**src/rtl/char_power_ctrl.sv**
```systemverilog
// Character power-up state machine: small/big sizing, grow/shrink animation,
// post-hit invulnerability with blink, death, and mushroom bonus pulse.
module char_power_ctrl #(
  parameter int GROW_FRAMES = 4,
  parameter int INV_FRAMES  = 8
) (
  input  logic       sys_clk,
  input  logic       RST,
  input  logic       touch_g_ms,
  input  logic       touch_enemy,
  input  logic       frame_tick,
  output logic       is_big,
  output logic [9:0] char_h,
  output logic       grow_anim,
  output logic       blink,
  output logic       dead,
  output logic       score_add,
  output logic [2:0] state_dbg,
  output logic [7:0] ftmr_dbg
);

  // Touch inputs and frame_tick are single-cycle strobes with no handshake:
  // each high cycle is one event, sampled on the rising edge of sys_clk.

  localparam logic [2:0] S_SMALL     = 3'd0;
  localparam logic [2:0] S_GROWING   = 3'd1;
  localparam logic [2:0] S_BIG       = 3'd2;
  localparam logic [2:0] S_SHRINKING = 3'd3;
  localparam logic [2:0] S_INVULN    = 3'd4;
  localparam logic [2:0] S_DEAD      = 3'd5;

  localparam logic [7:0] GROW_LAST = 8'(GROW_FRAMES - 1);
  localparam logic [7:0] INV_LAST  = 8'(INV_FRAMES - 1);

  logic [2:0] state, state_nx;
  logic [7:0] ftmr;
  logic       timed;

  assign timed = (state == S_GROWING) || (state == S_SHRINKING) ||
                 (state == S_INVULN);

  always_comb begin
    state_nx = state;
    case (state)
      S_SMALL: begin
        if (touch_g_ms)       state_nx = S_GROWING;
        else if (touch_enemy) state_nx = S_DEAD;
      end
      S_GROWING: begin
        if (frame_tick && ftmr == GROW_LAST) state_nx = S_BIG;
      end
      S_BIG: begin
        if (touch_enemy) state_nx = S_SHRINKING;
      end
      S_SHRINKING: begin
        if (frame_tick && ftmr == GROW_LAST) state_nx = S_INVULN;
      end
      S_INVULN: begin
        // A mushroom cancels invulnerability even on the expiring tick.
        if (touch_g_ms)                          state_nx = S_GROWING;
        else if (frame_tick && ftmr == INV_LAST) state_nx = S_SMALL;
      end
      S_DEAD:  state_nx = S_DEAD;
      default: state_nx = S_SMALL;
    endcase
  end

  always_ff @(posedge sys_clk) begin
    if (RST) begin
      state     <= S_SMALL;
      ftmr      <= 8'd0;
      score_add <= 1'b0;
    end else begin
      state     <= state_nx;
      score_add <= (state == S_BIG) && touch_g_ms;
      if (state_nx != state)       ftmr <= 8'd0;
      else if (timed && frame_tick) ftmr <= ftmr + 8'd1;
    end
  end

  always_comb begin
    is_big    = (state == S_BIG);
    grow_anim = (state == S_GROWING) || (state == S_SHRINKING);
    dead      = (state == S_DEAD);
    blink     = (state == S_INVULN) && ftmr[1];
    // Size flickers between small and big while animating.
    if (is_big || (grow_anim && ftmr[0])) char_h = 10'd24;
    else                                  char_h = 10'd12;
  end

  assign state_dbg = state;
  assign ftmr_dbg  = ftmr;

endmodule

```
**config.mk**
```make
export PLATFORM = sky130hd
export DESIGN_NAME = char_power_ctrl
export DESIGN_NICKNAME = d
export VERILOG_FILES = /design/src/rtl/char_power_ctrl.sv
export SDC_FILE = /design/constraint.sdc
export NUM_CORES = 1
export LEC_CHECK = 0
export CAP_MARGIN = 20
export CELL_PAD_IN_SITES_DETAIL_PLACEMENT = 0
export CELL_PAD_IN_SITES_GLOBAL_PLACEMENT = 2
export CORE_AREA = 2 2 59 61
export DETAILED_ROUTE_END_ITERATION = 16
export DIE_AREA = 0 0 61 63
export PLACE_DENSITY_LB_ADDON = 0.1
export SLEW_MARGIN = 20
export SYNTH_ARGS = -nofsm -noshare
export SYNTH_HDL_FRONTEND = slang
export SYNTH_SLANG_ARGS = --single-unit
export TNS_END_PERCENT = 10
```
**constraint.sdc**
```tcl
create_clock -name sys_clk -period 3.6 [get_ports sys_clk]
set_input_delay 0.9 -clock sys_clk [delete_from_list [all_inputs] [get_ports sys_clk]]
set_output_delay 0.9 -clock sys_clk [all_outputs]
set_load 0.02 [all_outputs]
```
==> flow_summary.html <==
<table>
<tr><th>Metric</th><th>Value</th></tr>
<tr><th colspan="2">Critical path</th></tr>
<tr><td>Cell with the most instances on the worst path</td><td>inv_1</td></tr>
<tr><td>Instance count on the critical path</td><td>5</td></tr>
<tr><td>Cell-by-cell trace of the critical path</td><td>or2b_1 &gt; inv_1 &gt; a21o_1 &gt; inv_1 &gt; clkdlybuf4s50_1</td></tr>
<tr><td>CP top delay family</td><td>buffers and inverters</td></tr>
<tr><td>Number of buffers and inverters on the critical path</td><td>3</td></tr>
<tr><td>Register-to-Register Path Depth</td><td>4</td></tr>
<tr><td>Slowest library cell on the worst path</td><td>clkdlybuf4s50_1</td></tr>
<tr><td>Worst path arrival time</td><td>2050 ps</td></tr>
<tr><td>CP endpoint kind</td><td>output pin</td></tr>
<tr><td>Delay of the slowest cell on the worst path</td><td>around 600 ps</td></tr>
<tr><td>Startpoint-to-endpoint class of the critical path</td><td>reg2out</td></tr>
<tr><td>Critical Path RT</td><td>about 2700 ps</td></tr>
<tr><td>Critical Path Source Type</td><td>flop</td></tr>
<tr><td>Maximum fanout count along the critical path</td><td>10</td></tr>
<tr><th colspan="2">CTS</th></tr>
<tr><td>Cts repair resizes</td><td>0</td></tr>
<tr><td>Inserted Clock Buffers</td><td>3</td></tr>
<tr><td>Buffer type at the clock tree root</td><td>clkbuf_4</td></tr>
<tr><td>Post-CTS setup buffers</td><td>0</td></tr>
<tr><td>Clock-pin slew on the worst setup and hold paths</td><td>~80 ps</td></tr>
<tr><td>Clock tree sinks</td><td>12</td></tr>
<tr><td>Clock latency of the later-clocked register in the worst-skew pair</td><td>about 280 ps</td></tr>
<tr><td>CTS tree</td><td>yes</td></tr>
<tr><td>Post-CTS Hold Fix Bufs</td><td>0</td></tr>
<tr><td>Count of H-tree levels built during CTS</td><td>1</td></tr>
<tr><td>Maximum clock insertion buffer count</td><td>2</td></tr>
<tr><th colspan="2">STA</th></tr>
<tr><td>RSZ-0062 raised after global routing</td><td>no</td></tr>
<tr><td>WHS</td><td>between 500 and 600 ps</td></tr>
<tr><td>Final worst-path setup slack</td><td>647 ps</td></tr>
<tr><td>Final period utilization</td><td>82.0%</td></tr>
<tr><td>Final hold violation count</td><td>0</td></tr>
<tr><td>Achievable frequency</td><td>about 340 MHz</td></tr>
<tr><td>Clk_skew</td><td>1.45 ps</td></tr>
<tr><td>Final-report max-slew violation count</td><td>0</td></tr>
<tr><td>Fin Setup TNS</td><td>0 ps</td></tr>
<tr><td>Final setup violation count</td><td>0</td></tr>
<tr><td>Final worst path period need</td><td>between 2000 and 3000 ps</td></tr>
<tr><th colspan="2">Cells and area</th></tr>
<tr><td>Signed area change from the synthesized netlist to the final layout</td><td>30.3%</td></tr>
<tr><td>Ant. Diodes</td><td>0</td></tr>
<tr><td>Final net count</td><td>~120</td></tr>
<tr><td>Total non-filler cell area in the finished layout</td><td>between 1000 and 1500 sq um</td></tr>
<tr><td>Share of cells above drive strength 1</td><td>between 7 and 8%</td></tr>
<tr><td>Final design utilization</td><td>31.3%</td></tr>
<tr><th colspan="2">Routing</th></tr>
<tr><td>Final antenna-violating net count</td><td>0</td></tr>
<tr><td>Post-detailed-routing wire length</td><td>~1.9 mm</td></tr>
<tr><td>Average detailed-routed wire length per instance</td><td>about 12 um</td></tr>
<tr><td>Number of remaining DRC errors</td><td>0</td></tr>
<tr><td>Initial DRT Pass Iterations</td><td>4</td></tr>
<tr><td>DR iter-0 viols</td><td>27</td></tr>
<tr><td>Vias after detailed routing</td><td>a little over 700</td></tr>
<tr><td>Via density per instance</td><td>between 4 and 5</td></tr>
<tr><th colspan="2">Synth</th></tr>
<tr><td>Synth unique cells</td><td>35</td></tr>
<tr><td>Syn. warnings</td><td>0</td></tr>
<tr><td>Top-count cell post-synth</td><td>dfxtp_1</td></tr>
<tr><td>Share of the yosys chip area belonging to registers</td><td>between 30% and 40%</td></tr>
<tr><td>Simple-gate share of the synthesized area</td><td>24.5%</td></tr>
<tr><td>Combinational family with the most area after synthesis</td><td>simple AND/OR/NAND/NOR gates</td></tr>
<tr><td>Arithmetic-cell share of the synthesized area counting full adders, half adders and majority gates</td><td>approximately 1.6%</td></tr>
<tr><td>Largest area contributor in the synthesized netlist</td><td>dfxtp_1</td></tr>
<tr><td>Number of enable-type register cells in the synthesized netlist</td><td>0</td></tr>
<tr><td>Share of synthesized area spent on multiplexers</td><td>~1.3%</td></tr>
<tr><td>Synth top area share</td><td>a little under a third</td></tr>
<tr><td>Synth Area in XOR/XNOR</td><td>under 10%</td></tr>
<tr><td>Post-synthesis register bit count</td><td>12</td></tr>
<tr><td>Top post-synthesis cells by area</td><td>dfxtp_1, buf_4, xnor2_1, a21oi_1, nor3_1</td></tr>
<tr><td>Synth Flop Type</td><td>dfxtp_1</td></tr>
<tr><td>Synth Area in Compound Gates</td><td>between 10% and 20%</td></tr>
<tr><td>Async set-reset flop share out of synthesis</td><td>0%</td></tr>
<tr><td>Post-Synthesis Cell Area</td><td>roughly 780 sq um</td></tr>
<tr><td>Cell count after synthesis</td><td>92</td></tr>
<tr><td>Synth cell count leaders</td><td>dfxtp_1, buf_4, inv_1, nor2_1</td></tr>
<tr><td>Syn_area_per_cell</td><td>8.45 sq um</td></tr>
<tr><th colspan="2">Job</th></tr>
<tr><td>Max_cap viols</td><td>0</td></tr>
<tr><th colspan="2">Worst hold path</th></tr>
<tr><td>Cell depth of the worst min-delay path</td><td>2</td></tr>
<tr><td>Type of the worst min-delay path</td><td>reg2reg</td></tr>
<tr><th colspan="2">Place</th></tr>
<tr><td>Routability cong.</td><td>~0.74</td></tr>
<tr><td>Pre-CTS worst setup slack</td><td>923 ps</td></tr>
<tr><td>Number of buffers added on ports</td><td>22</td></tr>
<tr><td>Placed inst area</td><td>a little under 1000 sq um</td></tr>
<tr><td>Placed wire-length estimate</td><td>1.45 mm</td></tr>
<tr><th colspan="2">Die</th></tr>
<tr><td>Std-Cell Core Area</td><td>around 3200 sq um</td></tr>
<tr><td>Overall die height</td><td>~63 um</td></tr>
<tr><td>Starting density of the core</td><td>between 20% and 30%</td></tr>
<tr><td>Top-level port count</td><td>31</td></tr>
<tr><td>Die extent in x</td><td>between 60 and 70 um</td></tr>
<tr><td>Die ar.</td><td>3840 sq um</td></tr>
<tr><td>Site row count</td><td>21</td></tr>
<tr><th colspan="2">Global route</th></tr>
<tr><td>Number of global-route vias before repair</td><td>between 700 and 800</td></tr>
<tr><td>Grt total ovfl</td><td>0</td></tr>
<tr><td>Global router's overall resource usage</td><td>11.8%</td></tr>
<tr><td>Number of antenna violations at the first check in global routing</td><td>0</td></tr>
<tr><td>Pin count of the biggest net entering global routing</td><td>11</td></tr>
<tr><td>First-pass GRT wire length</td><td>about 3.4 mm</td></tr>
<tr><th colspan="2">Pwr</th></tr>
<tr><td>Power density over the cells</td><td>between 200 and 300 nW/um^2</td></tr>
<tr><td>Highest ir drop seen on vdd</td><td>between 0.1 and 0.15 mV</td></tr>
<tr><td>Leak Pwr</td><td>approximately 0.35 nW</td></tr>
<tr><th colspan="2">Status</th></tr>
<tr><td>Outcome</td><td>completed</td></tr>
</table>
==> registers in the layout (all words and copies together), names as in the netlist <==
name       count
state_dbg      3
ftmr_dbg       8
score_add      1
==> per-layer routing <==
| metal | track usage, % | vias up | wire, um |
|---|---|---|---|
| met5 | 0 | - | 0 |
| met4 | 7.07 | 0 | 56 |
| met3 | 3.73 | 7 | 93 |
| met2 | 16.5 | 21 | 868 |
| met1 | 15.5 | 327 | 884 |
| li1 | - | 352 | - |
==> cell usage in the layout (no fill, tap or decap) <==
| master | Yosys | layout |
|---|---|---|
| dfxtp_1 | 12 | 12 |
| or2b_1 | 1 | 1 |
| a21oi_1 | 6 | 6 |
| mux2i_1 | 1 | 1 |
| or3b_1 | 1 | 1 |
| a21o_2 | 1 | 1 |
| nor2_1 | 7 | 7 |
| nand3_1 | 2 | 2 |
| nand2b_1 | 1 | 1 |
| inv_1 | 7 | 7 |
| o21ai_0 | 1 | 1 |
| nor3b_1 | 1 | 1 |
| nor4_1 | 2 | 2 |
| a21o_1 | 1 | 1 |
| a211oi_1 | 2 | 2 |
| nand4_1 | 3 | 3 |
| xnor2_1 | 5 | 5 |
| clkdlybuf4s50_1 | 0 | 22 |
| xor2_1 | 1 | 1 |
| or4_4 | 1 | 1 |
| o221ai_4 | 1 | 1 |
| nor3_1 | 6 | 6 |
| conb_1 | 2 | 8 |
| o31ai_1 | 2 | 2 |
| nand2_1 | 3 | 3 |
| or4b_1 | 1 | 1 |
| a21bo_4 | 1 | 1 |
| clkbuf_4 | 0 | 3 |
| o31a_2 | 1 | 1 |
| a22oi_1 | 1 | 1 |
| ha_1 | 1 | 1 |
| or4_1 | 4 | 4 |
| o2bb2ai_1 | 1 | 1 |
==> metrics by stage <==
stage               cells  total power, mW
floorplan              98            0.184
global placement      154            0.196
detailed placement    154            0.195
CTS                   157            0.283
global route          157            0.295
finish                157            0.278
==> power breakdown <==
group / total [mW] / internal, mW / switching [mW]
Sequential: 0.140 / 0.135 / 0.00550
Clock: 0.0870 / 0.0389 / 0.0481
Combinational: 0.0508 / 0.0203 / 0.0305
==> worst register-to-register path: stages, from the launching register on <==
cell and delay, ps:
dfxtp_1 490, or3b_1 500, a21bo_4 290, or4_1 510, a21oi_1 150
==> logic make-up (layout without fill, tap and decap cells) <==
family	count (synthesis)	in the layout
AO/OA/AOI/OAI	18	18
multiplexers	1	1
flip-flops	12	12
adder cells (fa/ha/maj)	1	1
XOR/XNOR	6	6
other	2	8
AND/OR/NAND/NOR	33	33
buffers and inverters	19	32
==> layout make-up <==
cell class | instances | area, sq um
Clock buffer | 3 | 22.5
Fill cell | 363 | 2220
Multi-Input combinational cell | 67 | 445
Sequential cell | 12 | 240
Tap cell | 46 | 57.6
Timing Repair Buffer | 22 | 220
Inverter | 7 | 26.3
==> worst paths after layout <==
path	slack, ps	start	end
max	650	state_dbg[2]	char_h[2]
min	540	ftmr_dbg[7]	ftmr_dbg[7]
max reg2reg	1600	state_dbg[2]	ftmr_dbg[5]
min reg2reg	540	ftmr_dbg[7]	ftmr_dbg[7]
No activity file was read; power rests on OpenSTA's default activity.
